File: config.mk
export PLATFORM = sky130hd
export DESIGN_NAME = booth_mult
export DESIGN_NICKNAME = d
export VERILOG_FILES = /design/src/rtl/booth_mult.sv
export SDC_FILE = /design/constraint.sdc
export NUM_CORES = 1
export LEC_CHECK = 0
export ABC_AREA = 0
export CORE_MARGIN = 8
export CORE_UTILIZATION = 56
export CTS_CLUSTER_SIZE = 14
export DETAILED_ROUTE_END_ITERATION = 8
export PLACE_DENSITY = 0.93
export SLEW_MARGIN = 20
export SYNTH_ARGS = -nofsm -noshare
export SYNTH_HDL_FRONTEND = slang
export SYNTH_SLANG_ARGS = --single-unit
export TNS_END_PERCENT = 50
File: constraint.sdc
create_clock -name clk -period 6.3 [get_ports clk]
set_clock_uncertainty 0.1 [all_clocks]
set_input_delay 1.26 -clock clk [delete_from_list [all_inputs] [get_ports clk]]
set_output_delay 1.26 -clock clk [all_outputs]
set_load 0.1 [all_outputs]
File: src/rtl/booth_mult.sv
// booth_mult -- sequential signed multiplier, radix-2 Booth.
// Operands are captured on start. Each enabled cycle then performs one
// add/subtract followed by an arithmetic shift right. After WIDTH steps the
// 2*WIDTH-bit two's-complement product is available.
//
// Ports
//   clk           rising-edge clock
//   rst_n         asynchronous active-low reset
//   start         load operands, clear accumulator and step counter (wins over enable)
//   enable        step strobe; one Booth step per cycle while busy
//   multiplicand  signed operand M, sampled only on start
//   multiplier    signed operand Q, sampled only on start
//   product       {A[WIDTH-1:0], Q}; valid when done=1
//   busy          high from load until the final step completes
//   done          high once WIDTH steps are complete; held until start/reset
module booth_mult #(
  parameter int unsigned WIDTH = 8
) (
  input  logic               clk,
  input  logic               rst_n,
  input  logic               start,
  input  logic               enable,
  input  logic [WIDTH-1:0]   multiplicand,
  input  logic [WIDTH-1:0]   multiplier,
  output logic [2*WIDTH-1:0] product,
  output logic               busy,
  output logic               done
);

  localparam int unsigned CW = $clog2(WIDTH + 1);
  localparam logic [CW-1:0] CNT_LAST = CW'(WIDTH - 1);

  typedef enum logic [1:0] {
    S_IDLE = 2'd0,
    S_RUN  = 2'd1,
    S_DONE = 2'd2
  } state_t;

  state_t state, state_nxt;

  logic [WIDTH:0]   a;
  logic [WIDTH-1:0] q;
  logic             qm1;
  logic [WIDTH:0]   m;
  logic [CW-1:0]    cnt;

  logic             step;
  logic [WIDTH:0]   t;

  assign step = (state == S_RUN) && enable && !start;

  // State register
  always_ff @(posedge clk or negedge rst_n) begin
    if (!rst_n) begin
      state <= S_IDLE;
    end else begin
      state <= state_nxt;
    end
  end

  // Next-state logic
  always_comb begin
    state_nxt = state;
    if (start) begin
      state_nxt = S_RUN;
    end else if (step && (cnt == CNT_LAST)) begin
      state_nxt = S_DONE;
    end
  end

  // Output logic
  always_comb begin
    busy = 1'b0;
    done = 1'b0;
    case (state)
      S_RUN:   busy = 1'b1;
      S_DONE:  done = 1'b1;
      default: ;
    endcase
  end

  // Booth recoding of {Q[0], Qm1}: 01 adds M, 10 subtracts M, else pass A.
  // A and M carry one extra sign bit so M = -2^(WIDTH-1) cannot overflow.
  always_comb begin
    t = a;
    case ({q[0], qm1})
      2'b01:   t = a + m;
      2'b10:   t = a - m;
      default: t = a;
    endcase
  end

  // Datapath registers
  always_ff @(posedge clk or negedge rst_n) begin
    if (!rst_n) begin
      a   <= '0;
      q   <= '0;
      qm1 <= 1'b0;
      m   <= '0;
      cnt <= '0;
    end else if (start) begin
      a   <= '0;
      q   <= multiplier;
      qm1 <= 1'b0;
      m   <= {multiplicand[WIDTH-1], multiplicand};
      cnt <= '0;
    end else if (step) begin
      // Arithmetic shift right of {T, Q, Qm1} by one.
      a   <= {t[WIDTH], t[WIDTH:1]};
      q   <= {t[0], q[WIDTH-1:1]};
      qm1 <= q[0];
      cnt <= cnt + 1'b1;
    end
  end

  assign product = {a[WIDTH-1:0], q};

endmodule

# Word level (Yosys, flattened, before mapping)
# Index checks and enable logic that the tools add are counted.
[word_totals]
ff_bits = 32
latchBits = 0
ramBits = 0
mem_bits_ro = 0
output_inout_bits = 18
wordCells = 33
memories = 0
[op_classes]
n_addsub = 3
n_mul = 0
div = 0
magnitude_cmp = 0
eq_ne = 5
shift = 0
n_mux = 13
bitwise_logic = 0
n_reduce_logical = 6
[op_table]
columns = ["cell", "n"]
rows = [
  ["2-to-1 mux 9 bit", 2],
  ["case mux 9 bit (2 select lines)", 1],
  ["2-to-1 mux 8 bit", 2],
  ["adder 9 bit", 1],
  ["subtractor 9 bit", 1],
  ["2-to-1 mux 4 bit", 2],
  ["adder 4 x 1 -> 4 bit, second input constant", 1],
  ["equality test 2 x 1 -> 1 bit, second input constant", 2],
  ["equality test 2 bit, second input constant", 2],
  ["equality test 4 x 3 -> 1 bit, second input constant", 1],
  ["2-to-1 mux 1 bit", 4],
  ["2-to-1 mux 2 bit", 2],
  ["nonzero test 2 bit", 2],
  ["logical AND 1 bit", 3],
  ["zero test 1 bit", 1],
]

# Depth between registers and ports, before layout
[logic_depth]
word_depth = 6
ltp_mapped = 11
depth_no_buf = 11

# Worst setup path after synthesis
# Ideal clock, no wire load.
[synth_path]
path_kind = "flip-flop to flip-flop"
from = "register q[0]"
to = "register a[5]"
setup_ns = 0.075
arrival_time_ns = 2.967
slack_ns = 3.159
path_stages_with_launch = 11
path_cell_list = "dfrtp_1 -> ha_1 -> buf_2 -> nor2_1 -> xnor2_1 -> ha_1 -> nor2b_4 -> o31a_1 -> or4_1 -> and3_1 -> a21oi_2"
[synth_between]
elab_chain_len = 4
word_cells_on_any_way = 5
classes_between = "2 x eq/ne; 3 x mux"
[synth_rtl]
columns = ["element", "line_no", "source"]
rows = [
  ["from (decl)", "42", "logic [WIDTH-1:0] q;"],
  ["from (signal assigned)", "103", "q <= multiplier;"],
  ["from (signal assigned)", "110", "q <= {t[0], q[WIDTH-1:1]};"],
  ["equality test 2 bit / equality test 2 x 1 -> 1 bit (equally long branches)", "86", "case ({q[0], qm1})"],
  ["case mux 9 bit (2 select lines) (*)", "86", ""],
  ["2-to-1 mux 9 bit (*)", "107", "end else if (step) begin"],
  ["2-to-1 mux 9 bit (*)", "101", "end else if (start) begin"],
  ["to (signal assigned)", "109", "a <= {t[WIDTH], t[WIDTH:1]};"],
  ["to (decl)", "41", "logic [WIDTH:0] a;"],
]
# Every way passes the cells marked *; elsewhere a longest branch is shown, timed or not. The select of a mux whose other input is x is not followed.
# A chain may end at the register's enable or synchronous reset.

# Worst setup path in the final report
[layout_path]
from = "register state[0]"
to = "output busy"
[layout_between]
elab_chain_len = 2
[layout_rtl]
columns = ["element", "line_no", "source"]
rows = [
  ["from (decl)", "39", "state_t state, state_nxt;"],
  ["from (signal assigned)", "57", "state <= state_nxt;"],
  ["equality test 2 x 1 -> 1 bit", "75", "case (state)"],
  ["2-to-1 mux 1 bit", "75", ""],
  ["to (decl)", "26", "output logic busy,"],
]
# Every way passes these cells.

==> flow_summary.yaml <==
finish:
  most-common-layout-cells: "37 x clkdlybuf4s50_1, 31 x dfrtp_1, 24 x nand2_1"
  diodes: 0
  mostFrequentLayoutCell: "clkdlybuf4s50_1"
  n_fill_cell: 239
  regArea_um2: 775.7
  fin_nets: 278
  stdcell_area_um2: 2414
  multiInputGateArea_um2: 1067
  area_delta_synth_final_pct: 24.21
  layout-drive-gt1-share_pct: 6.073
routing:
  routed_via_density: 5.679
  via_count: 1664
  firstDrtPassIters: 4
  routedWlPerCell_um: 15.67
  drc: 0
  routed_wl_um: 4591
  drtIter0Drc: 135
  ant_nets: 0
floorplanning:
  core_um2: 3337
  die_h_um: 74.91
  start_util_pct: 58.23
  dieArea_um2: 5611
  rows: 21
  die_width_um: 74.91
  pin_count: 38
clock_network:
  htree_levels: 2
  cts_buffers: 5
  clk_latency_ps: 340
  post-cts-setup-buffer-count: 0
  cts.sinks: 31
  cts.repair.resized: 0
  holdBufCountCts: 0
  cts_tree: "built"
  clkTransAtPathRegs_ps: 100
  cts_root_buffer: "clkbuf_4"
  cts_max_path_buffers: 2
placement:
  gp_congestion: 0.8689
  port_buffers: 37
  placed_area_um2: 2341
  pre_cts_slack_ps: 2673
  dp_hpwl_um: 3314
min_path:
  hp-class: "reg2reg"
timing:
  slew_violations: 0
  max_clock_freq_mhz: 293.9
  fin_crit_ps: 3402
  hold_viol_final: 0
  whs_ps: 439.1
  tightest_slew_ps: 1053
  relSlewSlack_pct: 29.57
  rsz0062_at_grt: "false"
  tns_ps: 0
  setup_viol: 0
  finalCritPeriodShare_pct: 54.00
  layout_setup_ws_ps: 2898
flow_run:
  cap_violations: 0
outcome:
  outcome: "finished clean"
critical_path:
  endpoint_kind: "primary output"
  cp.required_ps: 4940
  critPathSlowestCell: "clkdlybuf4s50_1"
  ff2ff_setup_slack_ps: 3530
  cp-start-kind: "register"
  arrival_ps: 2040
  critPathKind: "reg2out"
  cp_cell_sequence: "nor2b_1 -> clkdlybuf4s50_1"
  crit_fanout: 4
  critPathMaxStageDelay_ps: 1150
logic_synthesis:
  synthArstFlopShare_pct: 100.0
  netlist.top_cell.by_area: "dfrtp_1"
  syn_nets: 243
  syn_area_um2: 1943
  syn_area_per_cell_um2: 9.209
  ys_ff_latch: 31
  ys_top_cells_by_area: "dfrtp_1 40%, ha_1 7.1%, mux2i_1 4.6%"
  ys.flop_type: "dfrtp_1"
  synth-warning-count: 0
  synth_edf_count: 0
  syn_inst: 211
  yosysUniqueCellTypes: 46
  seq_area_frac_synth_pct: 39.92
  synth_top_area_share_pct: 39.92
global_route:
  first_global_vias: 1753
  overflow: 0
  antenna_found_initial: 0
  grt_start_max_net_pins: 39
  grt_pass1_wl_um: 7907
  gr-usage-all-layers_pct: 18.52
power:
  ir_drop_mv: 0.2162
  leakagePower_nw: 1.026
  powerDensity_nw_per_um2: 286.8
## cells in the mapped netlist (5+ instances only)
cell type and instances:
dfrtp_1 31, clkbuf_1 7, xor2_1 5, o21ai_1 18, inv_1 9, a21oi_1 15
mux2_1 6, ha_1 11, xnor2_1 6, nor3_1 5, mux2i_1 9, nor2_1 13
nand2_1 24
## metrics by stage
step / utilization [%] / instances / power [mW]
floorplan: - / 211 / 0.4785
global placement: 70.15 / 285 / 0.5446
finish: 72.33 / 293 / 0.6922
global route: 72.33 / 293 / 0.7345
detailed placement: 70.15 / 285 / 0.5547
CTS: 72.33 / 293 / 0.6939
## flip-flops by register name (all words and copies together), names as in the netlist
name	count
a	8
cnt	4
m	8
q	8
qm1	1
state	2
## final cells by class
cell class	instances	area share [%]
sequential	31	32.14
clock buffer	7	2.696
inverter	11	2.281
clock inverter	1	0.3110
multi-input combinational	158	44.22
timing repair buffer	39	15.97
tap	46	2.385
## report_power, final
group	switching [mW]	internal [mW]	total (mW)
logic	0.200	0.115	0.315
clock network	0.0731	0.0652	0.138
registers	0.0209	0.218	0.239
## per-layer routing
| layer | up-vias | wire length (µm) | global-route usage, % |
|---|---|---|---|
| met2 | 54 | 2262 | 31.09 |
| met3 | 6 | 396 | 8.123 |
| met4 | 0 | 67 | 8.261 |
| li1 | 810 | - | - |
| met1 | 794 | 1864 | 19.53 |
| met5 | - | 0 | 0 |
## kinds of logic after synthesis
kind of cell,Yosys count,synth area share (%)
multiplexers,15,8.113
buffers and inverters,22,5.151
flip-flops,31,39.92
XOR/XNOR,11,4.958
adder cells (fa/ha/maj),12,8.113
AND/OR/NAND/NOR,66,17.58
AO/OA/AOI/OAI,54,16.16
## worst paths after layout
path | from | endpoint | cells after the start
setup reg to reg | m[0] | a[7] | 10
hold / removal | state[0] | state[0] | 2
max in group asynchronous | rst_n | q[7] | 2
min in group asynchronous | rst_n | qm1 | 2
setup / recovery | state[0] | busy | 2
hold reg to reg | state[0] | state[0] | 2
## critical path: cells and delay by family, from the launching register on
family | cells | cell delay (ps)
buffers and inverters | 1 | 1150
flip-flops | 1 | 400
AND/OR/NAND/NOR | 1 | 160
Note: power is estimated with default switching activity, not from simulation.
